[src/rtl/mux_pkg.sv]
// rtl/mux_pkg.sv - shared state encoding and default sizing for the mux pipeline
package mux_pkg;

  typedef enum logic [1:0] {
    ST_EMPTY,
    ST_ONE,
    ST_TWO
  } state_t;

  localparam int DEF_WIDTH = 32;
  localparam int DEF_NCH   = 4;

endpackage

[src/rtl/muxn.sv]
// rtl/muxn.sv - combinational NCH-to-1 word selector, zero for an out-of-range select
module muxn #(
  parameter int WIDTH = 32,
  parameter int NCH   = 4,
  localparam int SEL_W = $clog2(NCH)
) (
  input  logic [NCH*WIDTH-1:0] in_data,
  input  logic [SEL_W-1:0]     sel,
  output logic [WIDTH-1:0]     out_data
);

  always_comb begin
    out_data = '0;
    for (int k = 0; k < NCH; k++) begin
      if (sel == SEL_W'(k)) begin
        out_data = in_data[k*WIDTH +: WIDTH];
      end
    end
  end

endmodule

[src/rtl/mux_pipe_n.sv]
// rtl/mux_pipe_n.sv - NCH-way word selector feeding a 2-entry skid buffer with valid/ready on both sides
// Optional MUX_PIPE_SELCHK_EN: drop out-of-range selects and pulse sel_err instead of forwarding a zero word.
module mux_pipe_n
  import mux_pkg::*;
#(
  parameter int WIDTH = DEF_WIDTH,
  parameter int NCH   = DEF_NCH,
  localparam int SEL_W = $clog2(NCH)
) (
  input  logic                 clk,
  input  logic                 clrn,
  input  logic [NCH*WIDTH-1:0] in_data,
  input  logic [SEL_W-1:0]     in_sel,
  input  logic                 in_valid,
  output logic                 in_ready,
  output logic [WIDTH-1:0]     out_data,
  output logic [SEL_W-1:0]     out_sel,
  output logic                 out_valid,
  input  logic                 out_ready
`ifdef MUX_PIPE_SELCHK_EN
  ,
  output logic                 sel_err
`endif
);

  logic [WIDTH-1:0] mux_word;

  muxn #(
    .WIDTH(WIDTH),
    .NCH  (NCH)
  ) u_muxn (
    .in_data (in_data),
    .sel     (in_sel),
    .out_data(mux_word)
  );

  state_t           state_q, state_d;
  logic [WIDTH-1:0] main_data_q, main_data_d;
  logic [SEL_W-1:0] main_sel_q, main_sel_d;
  logic [WIDTH-1:0] skid_data_q, skid_data_d;
  logic [SEL_W-1:0] skid_sel_q, skid_sel_d;
  logic             in_ready_q, in_ready_d;
  logic             accept, drain, push;

  assign accept = in_valid && in_ready_q;
  assign drain  = (state_q != ST_EMPTY) && out_ready;

`ifdef MUX_PIPE_SELCHK_EN
  logic sel_bad;
  logic sel_err_q, sel_err_d;

  // Widened by one bit so the compare against NCH never truncates.
  assign sel_bad   = {1'b0, in_sel} >= (SEL_W + 1)'(NCH);
  assign push      = accept && !sel_bad;
  assign sel_err_d = accept && sel_bad;
  assign sel_err   = sel_err_q;

  always_ff @(posedge clk or negedge clrn) begin
    if (!clrn) begin
      sel_err_q <= 1'b0;
    end else begin
      sel_err_q <= sel_err_d;
    end
  end
`else
  assign push = accept;
`endif

  always_comb begin
    state_d     = state_q;
    main_data_d = main_data_q;
    main_sel_d  = main_sel_q;
    skid_data_d = skid_data_q;
    skid_sel_d  = skid_sel_q;
    unique case (state_q)
      ST_EMPTY: begin
        if (push) begin
          main_data_d = mux_word;
          main_sel_d  = in_sel;
          state_d     = ST_ONE;
        end
      end
      ST_ONE: begin
        case ({push, drain})
          2'b10: begin
            skid_data_d = mux_word;
            skid_sel_d  = in_sel;
            state_d     = ST_TWO;
          end
          2'b01: state_d = ST_EMPTY;
          2'b11: begin
            main_data_d = mux_word;
            main_sel_d  = in_sel;
          end
          default: ;
        endcase
      end
      ST_TWO: begin
        if (drain) begin
          main_data_d = skid_data_q;
          main_sel_d  = skid_sel_q;
          state_d     = ST_ONE;
        end
      end
      default: state_d = ST_EMPTY;
    endcase
    // Registered ready looks at the next state, keeping out_ready off the in_ready path.
    in_ready_d = (state_d != ST_TWO);
  end

  always_ff @(posedge clk or negedge clrn) begin
    if (!clrn) begin
      state_q     <= ST_EMPTY;
      main_data_q <= '0;
      main_sel_q  <= '0;
      skid_data_q <= '0;
      skid_sel_q  <= '0;
      in_ready_q  <= 1'b1;
    end else begin
      state_q     <= state_d;
      main_data_q <= main_data_d;
      main_sel_q  <= main_sel_d;
      skid_data_q <= skid_data_d;
      skid_sel_q  <= skid_sel_d;
      in_ready_q  <= in_ready_d;
    end
  end

  assign in_ready  = in_ready_q;
  assign out_valid = (state_q != ST_EMPTY);
  assign out_data  = main_data_q;
  assign out_sel   = main_sel_q;

endmodule

[config.mk]
export PLATFORM = sky130hd
export DESIGN_NAME = mux_pipe_n
export DESIGN_NICKNAME = d
export VERILOG_FILES = /design/src/rtl/mux_pkg.sv /design/src/rtl/muxn.sv /design/src/rtl/mux_pipe_n.sv
export SDC_FILE = /design/constraint.sdc
export NUM_CORES = 1
export LEC_CHECK = 0
export CORE_ASPECT_RATIO = 1.4
export CORE_MARGIN = 3
export CORE_UTILIZATION = 45
export CTS_CLUSTER_SIZE = 28
export DETAILED_ROUTE_END_ITERATION = 16
export PLACE_DENSITY = 0.82
export SLEW_MARGIN = 30
export SYNTH_ARGS = -nofsm -noshare
export SYNTH_HDL_FRONTEND = slang
export SYNTH_SLANG_ARGS = --single-unit
[constraint.sdc]
create_clock -name clk -period 2.63 [get_ports clk]
set_input_delay 0.526 -clock clk [delete_from_list [all_inputs] [get_ports clk]]
set_output_delay 0.526 -clock clk [all_outputs]
set_load 0.005 [all_outputs]
==> summary.txt <==
Run status
  – Status: completed

Finish
  – Final instance area: 6510 sq um
  – Area delta synth->final: 47.0%
  – # fillers: 719
  – Non-Filler Instances: 747
  – Register area: 1780 sq um
  – Ant diodes: 0
  – Final nets: approximately 750
  – Share of layout cells above drive strength 1: 13.5%
  – Multi-input logic area: 2390 sq um

Clock network
  – CTS H-Tree Depth: 3
  – Clk sinks: 71
  – Hold Buf Count CTS: 0
  – CTS tree: done
  – Clock slew at reported path FFs: 60 ps
  – Setup repair bufs after CTS: 0
  – Root buffer cell: clkbuf_16
  – CTS Buffer Depth: 2
  – CTS Buf Count: 9
  – Post-CTS Resized: 0
  – Worst skew pair latency: 330 ps

Yosys
  – Mapped Cells: 452
  – Syn Nets: between 500 and 600
  – Synthesized area: 4430 sq um
  – Sequential element share of the synthesized area: 40.1%
  – EDFF count, synth: 0
  – Async SR Flop Fraction: 100%
  – #FFs+latches synth: 71
  – Primary FF master, synth: dfrtp_1
  – Mapped Avg Cell Area: ~9.8 sq um
  – Yosys warns: 0
  – Count of cell types in the netlist: 31

Timing
  – RSZ-0062 raised after global routing: no
  – Fin. Hold Viols: 0
  – Worst Skew: approximately 6.0 ps
  – Worst setup margin: 527 ps
  – FMAX: roughly 480 MHz
  – Final setup violation count: 0
  – Total Negative Setup Slacks: 0 ps
  – Min cycle time layout: roughly 2100 ps
  – Period utilization: around four fifths
  – Relative slew slack: 56.4%
  – Pins Over Slew Limit: 0
  – Worst slew pin tran: 654 ps

Routing
  – DR vias: 4025
  – Final WL: between 10000 and 15000 microns
  – Iteration-0 DRC Markers: 309
  – DRT antenna net count: 0
  – Drt via density: between 5 and 6
  – TritonRoute pass-1 iters: 4
  – Drt drc: 0
  – WL/cell: between 15 and 20 microns

Floorplan
  – Die W: 89.9 microns
  – Die ar.: 11100 sq um
  – Die Ht: between 100 and 150 microns
  – CORE AREA: 9510 sq um
  – Initial Utilization: about 47%
  – Rows: 42
  – Boundary Pins: 170

GRT
  – Pin count of the biggest net entering global routing: 52
  – GRT Resource Usage Total: 22.9%
  – Vias in the first global route: around 4300
  – Grt total ovfl: 0
  – First-pass GRT wire length: 20600 microns
  – Initial antenna violation count: 0

Setup path
  – Setup CP Type: reg2reg
  – CP Max Fanout: 34
  – CP Launch Type: flop
  – WP data arrival: 2310 ps
  – Worst Setup End Kind: flop
  – Critical Path RT: 2840 ps

Placement
  – Dpl hpwl: 9520 microns
  – Post-Place Setup Slack: 282 ps
  – GPL Wtd Cong: 0.773
  – Port Buf Inserts: 169
  – DP Area: 6190 sq um
  – Dpl cells: 731

Pwr
  – Lkg Pwr: 2.73 nW
  – Final Total Pwr: 0.00563 W
  – Internal cell power: 0.00381 W
  – Sw Ratio: 32.4%
  – Seq pwr share: 34.4%
  – Cell Pwr Density: 865 nW/um^2
  – Worst vdd ir: between 700 and 800 uV
  – Sw Pwr: 0.00182 W
  – Clock network fraction of design power: a little under a quarter
  – Part of the power in combinational logic: 42.4%

Hold path
  – Worst hold path class: in2async

Flow run
  – Max-cap violations: 0
==> stage by stage <==
step	hold slack (ps)	utilization, %
floorplan	230	-
global placement	364	65.1
detailed placement	368	65.1
CTS	16.7	68.5
global route	16.8	68.5
finish	18.3	68.5
==> Yosys cell counts, types with 2 or more instances <==
master	count	share of area, %
nand3b_1	2	0.34
nand2_1	38	3.2
a21oi_1	32	3.6
o21ai_1	3	0.34
buf_2	15	1.7
buf_6	4	1.0
nor2_1	61	5.2
clkbuf_1	10	0.85
buf_12	3	1.4
buf_4	3	0.51
dfrtp_1	70	40
buf_1	2	0.17
and2_1	2	0.28
mux2_1	24	6.1
nor3b_1	29	4.9
inv_1	3	0.25
o21ai_0	29	3.3
mux2i_1	36	8.1
a221oi_1	3	0.59
mux2_2	43	11
a211oi_1	29	4.9
ha_1	2	0.56
==> cells by family after synthesis <==
logic type                 Yosys count  synth area share [%]
muxes                              103                  25.2
buffers and inverters               41                  6.18
and+or+nand+nor                    136                  14.5
adders and majority gates            2                 0.565
DFF                                 71                  40.1
AOI/OAI and AO/OA                   99                  13.5
==> worst max-delay path, stage by stage, from the launching register on <==
cell and delay, ps:
dfrtp_1 460, or2_2 320, nand2_1 90, inv_1 40, ha_1 160, nand2_1 60, a21oi_1 90, a21oi_4 140
buf_12 240, mux2_1 360
==> registers in the layout (all words and copies together), names as in the netlist <==
signal / cells
skid_sel_q: 2
out_sel: 2
in_ready: 1
state_q: 2
out_data: 32
skid_data_q: 32
==> worst paths after layout <==
path	start	end	slack, ps	cells past startpoint
worst max-delay path	state_q[0]	out_data[14]	530	9
min in group clk	skid_data_q[18]	skid_data_q[18]	480	2
max in group asynchronous	clrn	in_ready	1990	2
worst min-delay path	clrn	out_data[18]	20	1
worst min register to register	skid_data_q[18]	skid_data_q[18]	480	2
worst max register to register	state_q[0]	out_data[14]	530	9
==> cell type report <==
type / instances / area share (%)
clock buffer: 9 / 3.46
inverter: 3 / 0.173
tap: 132 / 2.54
sequential: 71 / 27.3
multi-input combinational: 340 / 36.6
clock inverter: 7 / 1.48
timing repair buffer: 185 / 28.4
==> cell usage in the layout, fill, tap and decap left out, types with 9 or more instances in the layout <==
cell type        instances
a211oi_1                29
a21oi_1                 32
buf_4                   13
clkbuf_16                9
clkdlybuf4s50_1        166
dfrtp_1                 70
mux2_1                  24
mux2_2                  43
mux2i_1                 36
nand2_1                 38
nor2_1                  61
nor3b_1                 29
o21ai_0                 29
==> power groups by stage <==
stage	logic, W	registers (W)	clock network [W]
floorplan	0.00125	0.00190	0
global placement	0.00229	0.00192	0
detailed placement	0.00239	0.00194	0
CTS	0.00241	0.00193	0.00132
global route	0.00259	0.00200	0.00137
finish	0.00239	0.00194	0.00131
==> per-layer routing <==
metal,share of wire [%],up-vias,global-route usage (%)
met5,0,-,0
met3,5.8,25,4.93
met2,56,135,43.9
met1,36,1948,24.1
li1,-,1917,-
met4,2.7,0,10.4
(Power assumes the default switching activity.)
